$ cat config.mk
export PLATFORM = sky130hd
export DESIGN_NAME = clap_detector
export DESIGN_NICKNAME = d
export VERILOG_FILES = /design/src/rtl/clap_detector.sv
export SDC_FILE = /design/constraint.sdc
export NUM_CORES = 1
export LEC_CHECK = 0
export BUFFER_PORTS_ARGS = -buffer_cell sky130_fd_sc_hd__buf_2
export CAP_MARGIN = 20
export CORE_UTILIZATION = 31
export CTS_CLUSTER_DIAMETER = 50
export CTS_CLUSTER_SIZE = 20
export DETAILED_ROUTE_END_ITERATION = 8
export PLACE_DENSITY = 0.58
export RECOVER_POWER = 50
export SETUP_SLACK_MARGIN = 0.3
export SLEW_MARGIN = 20
export SYNTH_ARGS = -nofsm -noshare
export SYNTH_HDL_FRONTEND = slang
export SYNTH_SLANG_ARGS = --single-unit
$ cat constraint.sdc
create_clock -name clk_i -period 9.11 [get_ports clk_i]
set_input_delay 0.4555 -clock clk_i [delete_from_list [all_inputs] [get_ports clk_i]]
set_output_delay 0.4555 -clock clk_i [all_outputs]
set_load 0.005 [all_outputs]
$ cat src/rtl/clap_detector.sv
// clap_detector: magnitude-thresholds signed audio samples and recognises a
// double clap (two hits separated by a bounded gap, with hold-off after each
// clap). A recognised double clap drives clap_set_o high for PULSE_LEN clocks.
module clap_detector #(
    parameter int unsigned DATA_W    = 12,
    parameter int unsigned HOLDOFF   = 1000,
    parameter int unsigned GAP_MIN   = 2000,
    parameter int unsigned GAP_MAX   = 16000,
    parameter int unsigned PULSE_LEN = 4,
    parameter int unsigned CNT_W     = 16
) (
    input  logic              clk_i,
    input  logic              rst_i,
    input  logic [DATA_W-1:0] sample_i,
    input  logic              sample_vld_i,
    input  logic [DATA_W-2:0] thresh_i,
    output logic              clap_set_o,
    output logic [DATA_W-2:0] level_o,
    output logic [2:0]        state_o
);

    localparam int unsigned MAG_W = DATA_W - 1;

    localparam logic [CNT_W-1:0] C_HOLDOFF    = CNT_W'(HOLDOFF);
    localparam logic [CNT_W-1:0] C_GAP_MIN    = CNT_W'(GAP_MIN);
    localparam logic [CNT_W-1:0] C_GAP_MAX    = CNT_W'(GAP_MAX);
    localparam logic [CNT_W-1:0] C_GAP_END    = CNT_W'(GAP_MAX + 1);
    localparam logic [CNT_W-1:0] C_PULSE_LAST = CNT_W'(PULSE_LEN - 1);
    localparam logic [CNT_W-1:0] C_CNT_MAX    = {CNT_W{1'b1}};

    typedef enum logic [2:0] {
        S_IDLE  = 3'd0,
        S_HOLD1 = 3'd1,
        S_WAIT2 = 3'd2,
        S_FIRE  = 3'd3,
        S_COOL  = 3'd4
    } state_t;

    state_t             r_state;
    state_t             w_state_nxt;
    logic [CNT_W-1:0]   r_cnt;
    logic [CNT_W-1:0]   w_cnt_nxt;
    logic [CNT_W-1:0]   w_gap;
    logic [MAG_W-1:0]   r_level;
    logic               r_hit;
    logic               r_vld;
    logic               r_clap;
    logic [MAG_W-1:0]   w_neg;
    logic               w_is_min;
    logic [MAG_W-1:0]   w_mag;

    // Magnitude of the incoming sample; the most negative code saturates.
    assign w_neg    = MAG_W'(~sample_i[DATA_W-2:0]) + MAG_W'(1);
    assign w_is_min = (sample_i == {1'b1, {(DATA_W-1){1'b0}}});

    always_comb begin
        w_mag = sample_i[DATA_W-2:0];
        if (sample_i[DATA_W-1]) begin
            w_mag = w_is_min ? {MAG_W{1'b1}} : w_neg;
        end
    end

    // Stage 1: register magnitude, threshold decision and sample-valid.
    always_ff @(posedge clk_i) begin
        if (!rst_i) begin
            r_level <= '0;
            r_hit   <= 1'b0;
            r_vld   <= 1'b0;
        end else begin
            r_vld <= sample_vld_i;
            if (sample_vld_i) begin
                r_level <= w_mag;
                r_hit   <= (w_mag >= thresh_i);
            end
        end
    end

    // Gap of the sample currently in stage 1, saturating at counter full scale.
    assign w_gap = (r_cnt == C_CNT_MAX) ? r_cnt : r_cnt + CNT_W'(1);

    // Stage 2 state register; clap_set_o mirrors the registered FIRE state.
    always_ff @(posedge clk_i) begin
        if (!rst_i) begin
            r_state <= S_IDLE;
            r_cnt   <= '0;
            r_clap  <= 1'b0;
        end else begin
            r_state <= w_state_nxt;
            r_cnt   <= w_cnt_nxt;
            r_clap  <= (w_state_nxt == S_FIRE);
        end
    end

    // Stage 2 next-state: sample-paced except FIRE, which counts clocks.
    always_comb begin
        w_state_nxt = r_state;
        w_cnt_nxt   = r_cnt;
        case (r_state)
            S_IDLE: begin
                if (r_vld && r_hit) begin
                    w_state_nxt = S_HOLD1;
                    w_cnt_nxt   = '0;
                end
            end
            S_HOLD1: begin
                if (r_vld) begin
                    w_cnt_nxt = w_gap;
                    if (w_gap == C_HOLDOFF) begin
                        w_state_nxt = S_WAIT2;
                    end
                end
            end
            S_WAIT2: begin
                if (r_vld) begin
                    w_cnt_nxt = w_gap;
                    if (r_hit && (w_gap >= C_GAP_MIN) && (w_gap <= C_GAP_MAX)) begin
                        w_state_nxt = S_FIRE;
                        w_cnt_nxt   = '0;
                    end else if (r_hit) begin
                        // Too early or exactly at timeout: treat as a fresh first clap.
                        w_state_nxt = S_HOLD1;
                        w_cnt_nxt   = '0;
                    end else if (w_gap >= C_GAP_END) begin
                        w_state_nxt = S_IDLE;
                        w_cnt_nxt   = '0;
                    end
                end
            end
            S_FIRE: begin
                if (r_cnt >= C_PULSE_LAST) begin
                    w_state_nxt = S_COOL;
                    w_cnt_nxt   = '0;
                end else begin
                    w_cnt_nxt = r_cnt + CNT_W'(1);
                end
            end
            S_COOL: begin
                if (r_vld) begin
                    if (w_gap >= C_HOLDOFF) begin
                        w_state_nxt = S_IDLE;
                        w_cnt_nxt   = '0;
                    end else begin
                        w_cnt_nxt = w_gap;
                    end
                end
            end
            default: begin
                w_state_nxt = S_IDLE;
                w_cnt_nxt   = '0;
            end
        endcase
    end

    assign clap_set_o = r_clap;
    assign level_o    = r_level;
    assign state_o    = r_state;

endmodule

---- Word-level counts from Yosys, hierarchy flattened ----
Index checks and enable logic that the tools add are counted.
cells by class
  shifts and indexed selects .............. 0
  multiply operators ...................... 0
  $lt $le $gt $ge ......................... 6
  bitwise gates (word level) .............. 1
  reduce and logical (&&, ||, !) cells .... 5
  muxes and demuxes ....................... 24
  $add $sub $neg .......................... 2
  divide/modulo/power cells ............... 0
  eq/ne operators ......................... 12
operators with widths
  kind                     number
  $mux W16                 10
  $pmux W16 S5             1
  $mux W3                  10
  $mux W11                 2
  $add A16 B1 Y16 const B  1
  $eq A16 B10 Y1 const B   1
  $eq A16 B16 Y1 const B   1
  $ge A16 B10 Y1 const B   1
  $ge A16 B11 Y1 const B   1
  $ge A16 B14 Y1 const B   1
  $ge A16 B2 Y1 const B    1
  $le A16 B14 Y1 const B   1
  $pmux W3 S5              1
  $eq A12 B12 Y1 const B   1
  $add A11 B1 Y11 const B  1
  $ge A11 B11 Y1           1
  $not A11 Y11             1
  $eq A3 B2 Y1 const B     3
  $ne A2 B2 Y1 const B     4
  $reduce_and A4 Y1        1
  $eq A3 B1 Y1 const B     1
  $eq A3 B3 Y1 const B     1
  $logic_and A1 B1 Y1      3
  $logic_not A3 Y1         1
word-level totals
  bits in read-only memories .............. 0
  bits in latches ......................... 0
  output and inout bits ................... 15
  logic and storage cells ................. 56
  memories ................................ 0
  bits in writable memories ............... 0
  input port bits ......................... 26
  flip-flop bits (word level) ............. 33

---- Depth between registers and ports, before layout ----
  depth after elaboration ................. 9
  gate-level depth with buffers ........... 17

---- Worst setup path after synthesis ----
OpenSTA, ideal clock, no wires.
  path kind ............................... input to register
  start ................................... in sample_i[0]
  end ..................................... reg r_hit
  library setup time ...................... 126 ps
  data arrival time ....................... 3,319 ps
  data required time ...................... 8,984 ps
  slack ................................... 5,664 ps
  stages on the path ...................... 17
  cells stage by stage .................... inv_1 ha_1 nand2_1 or3_1 or3_1 or3b_1 clkbuf_1 a31oi_1 ha_1 nor2b_1 o21ai_0 nand2b_1 a21oi_1 a21boi_0 o21a_1 o211ai_1 a31oi_1
between the ends
  cells in the longest elaborated chain, start to end .. 5
ends and longest elaborated chain
  element               line  RTL
  from (decl)           14    input logic [DATA_W-1:0] sample_i,
  $not A11 Y11          53    assign w_neg = MAG_W'(~sample_i[DATA_W-2:0]) + MAG_W'(1);
  $add A11 B1 Y11       53
  $mux W11 *            59    w_mag = w_is_min ? {MAG_W{1'b1}} : w_neg;
  $mux W11 *            58    if (sample_i[DATA_W-1]) begin
  via w_mag[1]          50    logic [MAG_W-1:0] w_mag;
  $ge A11 B11 Y1 *      73    r_hit <= (w_mag >= thresh_i);
  to (signal assigned)  73
  to (decl)             45    logic r_hit;
Mark *: on every way through the listed nets, which the timed path passes. The rest lies on a longest branch.
A chain may end at the register's enable or synchronous reset.

---- Worst setup path after layout ----
Ends and elaborated chain as after synthesis.

==> results.py <==
metrics = {
    "yosys": {
        "synth.distinct_cells": 74,
        "synth_warnings": 0,
        "synth-edff-count": 0,
        "ys_ff_latch": 33,
        "async_flop_share": 0,
        "avgSynthCellArea_um2": 7.844,
        "syn_inst": 353,
        "synth_fp_nets": 392,
        "synth_area_mm2": 0.002769,
        "synth-seq-area-share": 0.2386,
        "ys.flop_type": "dfxtp_1",
    },
    "grt": {
        "overflow": 0,
        "grt_pass1_vias": 2510,
        "grt.total_usage": 0.1674,
        "antenna_found_initial": 0,
        "grt_max_degree": 24,
        "grt_pass1_wl_mm": 11.85,
    },
    "route": {
        "wl_mm": 7.151,
        "wl_per_cell_um": 14.74,
        "drc_errors": 0,
        "vias": 2668,
        "ant_nets": 0,
        "first_pass_iters": 4,
        "vias_per_cell": 5.501,
        "drt-initial-drc-count": 183,
    },
    "status": {
        "outcome": "finished clean",
    },
    "cts": {
        "postCtsSetupBuffers": 0,
        "worst_skew_pair.late_latency_ns": 0.30,
        "clock_path_buffers": 2,
        "h-tree-depth": 2,
        "clk_pin_slew_ns": 0.07,
        "ctsResizeCount": 0,
        "numCtsBuffers": 5,
        "hold_buffers": 0,
        "cts_tree": "done",
        "clkSinkCount": 33,
        "cts_root_buffer": "clkbuf_8",
    },
    "hold_path": {
        "min_path_cells": 1,
        "hp-start": "level_o[4]$_SDFFE_PN0P_",
        "hp-class": "flip-flop to flip-flop",
        "hold_end": "level_o[4]$_SDFFE_PN0P_",
    },
    "setup_path": {
        "required_ns": 9.29,
        "reg2reg_to": "r_cnt[7]$_SDFFE_PN0P_",
        "start_kind": "primary input",
        "regToRegSetupSlack_ns": 5.78,
        "arrival_ns": 3.77,
        "crit_fanout": 18,
        "crit_type": "primary input to flip-flop",
        "rr_startpoint": "r_cnt[0]$_SDFFE_PN0P_",
        "rr_worst_depth": 9,
        "critPathCaptureType": "flip-flop",
    },
    "timing": {
        "skew_ns": 0.01058,
        "report.final.hold_viol_count": 0,
        "rsz0062_at_grt": "no",
        "min_period_ns": 3.590,
        "fmax_mhz": 278.6,
        "slew_viol_final": 0,
        "finalSetupViolations": 0,
        "period_share": 0.3941,
        "setup_ws_ns": 5.520,
        "final.setup.tns_ns": 0,
        "slew_headroom": 0.3480,
        "tightestPinTransition_ns": 0.9780,
    },
    "power": {
        "p_total_mw": 0.3313,
        "p_leak_nw": 1.241,
        "pwr_density_cell_mw_per_mm2": 107.7,
        "vdd_drop_max_v": 0.00007264,
    },
    "layout": {
        "insertedDiodeCount": 0,
        "nNetsFinal": 415,
        "layout-drive-gt1-share": 0.1592,
        "area_growth_pct": 11.12,
        "utilization": 0.3545,
    },
    "floorplanning": {
        "io_pins": 41,
        "start_util": 0.3191,
        "core_mm2": 0.008678,
        "rows": 34,
        "fp.dieH_um": 96.51,
        "dieArea_mm2": 0.009314,
        "die_x_um": 96.51,
    },
    "place": {
        "gp_congestion": 0.8781,
        "hpwl_mm": 5.538,
        "port_buffers": 40,
        "dp_slack_ns": 5.171,
    },
    "run": {
        "maxCapViolCount": 0,
    },
}
-- cell type report --
cell class / count / area [um2]
Clock buffer: 7 / 96.34
Clock inverter: 1 / 5.005
Fill cell: 940 / 5602
Inverter: 19 / 71.32
Multi-Input combinational cell: 277 / 1918
Sequential cell: 33 / 660.6
Tap cell: 108 / 135.1
Timing Repair Buffer: 40 / 190.2
-- layout by cell type, fill, tap and decap left out, drive strengths merged, types with 8 or more instances in the layout --
cell / Yosys / layout
buf: 9 / 32
clkbuf: 15 / 15
inv: 19 / 19
a31oi: 9 / 9
nor4: 8 / 8
a21oi: 13 / 13
o21ai: 18 / 18
o211a: 9 / 9
nand3: 22 / 22
nand2: 37 / 37
xor2: 9 / 9
ha: 13 / 13
nor2: 23 / 23
dfxtp: 33 / 33
nor3: 10 / 10
-- logic make-up (layout without fill, tap and decap cells) --
kind of cell             after synthesis  count (layout)  synth area share
multiplexers                           6               6           0.02214
buffers and inverters                 43              67           0.06868
adder cells (fa/ha/maj)               13              13           0.05875
flip-flops                            33              33            0.2386
AND/OR/NAND/NOR                      146             146            0.2933
AO/OA/AOI/OAI                         97              97            0.2711
XOR/XNOR                              15              15           0.04745
-- per-stage QoR --
stage	hold slack, ns	instance area (um2)	cells
after floorplan	0.4766	2769	353
after detailed placement	0.4619	2985	477
after global placement	0.4586	2985	477
final	0.4829	3077	485
after CTS	0.4867	3087	485
after global routing	0.5081	3077	485
-- power by group --
part	switching [mW]	internal (mW)	total (mW)
registers	0.00382	0.149	0.153
logic	0.0273	0.0231	0.0504
clock network	0.0598	0.0684	0.128
-- how the worst max path moves through the flow --
stage                                     to   startpoint
after detailed placement  r_hit$_SDFFE_PN0P_  sample_i[0]
after floorplan           r_hit$_SDFFE_PN0P_  sample_i[0]
after CTS                 r_hit$_SDFFE_PN0P_  sample_i[0]
final                     r_hit$_SDFFE_PN0P_  sample_i[0]
after global routing      r_hit$_SDFFE_PN0P_  sample_i[0]
after global placement    r_hit$_SDFFE_PN0P_  sample_i[0]
-- cell usage after synthesis, drive strengths merged, types with 6 or more instances --
library cell  instances  share of area
xor2                  9          0.028
clkbuf               15          0.021
a31oi                 9          0.020
nand2b                6          0.014
nand3                22          0.048
o21a                  6          0.016
nor4                  8          0.029
o211a                 9          0.033
buf                   9          0.022
dfxtp                33           0.24
o21ai                18          0.034
nor2b                 6          0.014
nor3                 10          0.020
ha                   13          0.059
nor2                 23          0.031
nand2                37          0.050
xnor2                 6          0.019
a21oi                13          0.025
inv                  19          0.026
-- worst max-delay path: stages --
cell,delay [ns]
buf_2,0.09
inv_1,0.07
ha_1,0.19
nand2_1,0.07
or3_1,0.34
or3_1,0.37
or3b_1,0.62
a31oi_1,0.31
ha_1,0.28
nor2b_1,0.13
o21ai_0,0.13
nand2b_1,0.07
a21oi_1,0.14
a21boi_0,0.10
o21a_1,0.17
o211ai_1,0.15
a31oi_1,0.09
-- per-layer routing --
layer | global-route usage | share of wire | vias to the layer above | wire length [um]
met2 | 0.2746 | 0.45 | 91 | 3234
met5 | 0 | 0 | - | 0
li1 | - | - | 1353 | -
met3 | 0.04460 | 0.062 | 17 | 442
met4 | 0.07353 | 0.028 | 0 | 199
met1 | 0.2049 | 0.46 | 1207 | 3274
-- state kept, by name, indices dropped and copies added (netlist names) --
| signal | flops |
|---|---|
| clap_set_o | 1 |
| r_cnt | 16 |
| r_hit | 1 |
| level_o | 11 |
| r_vld | 1 |
| state_o | 3 |
No activity file was read; power rests on OpenSTA's default activity.
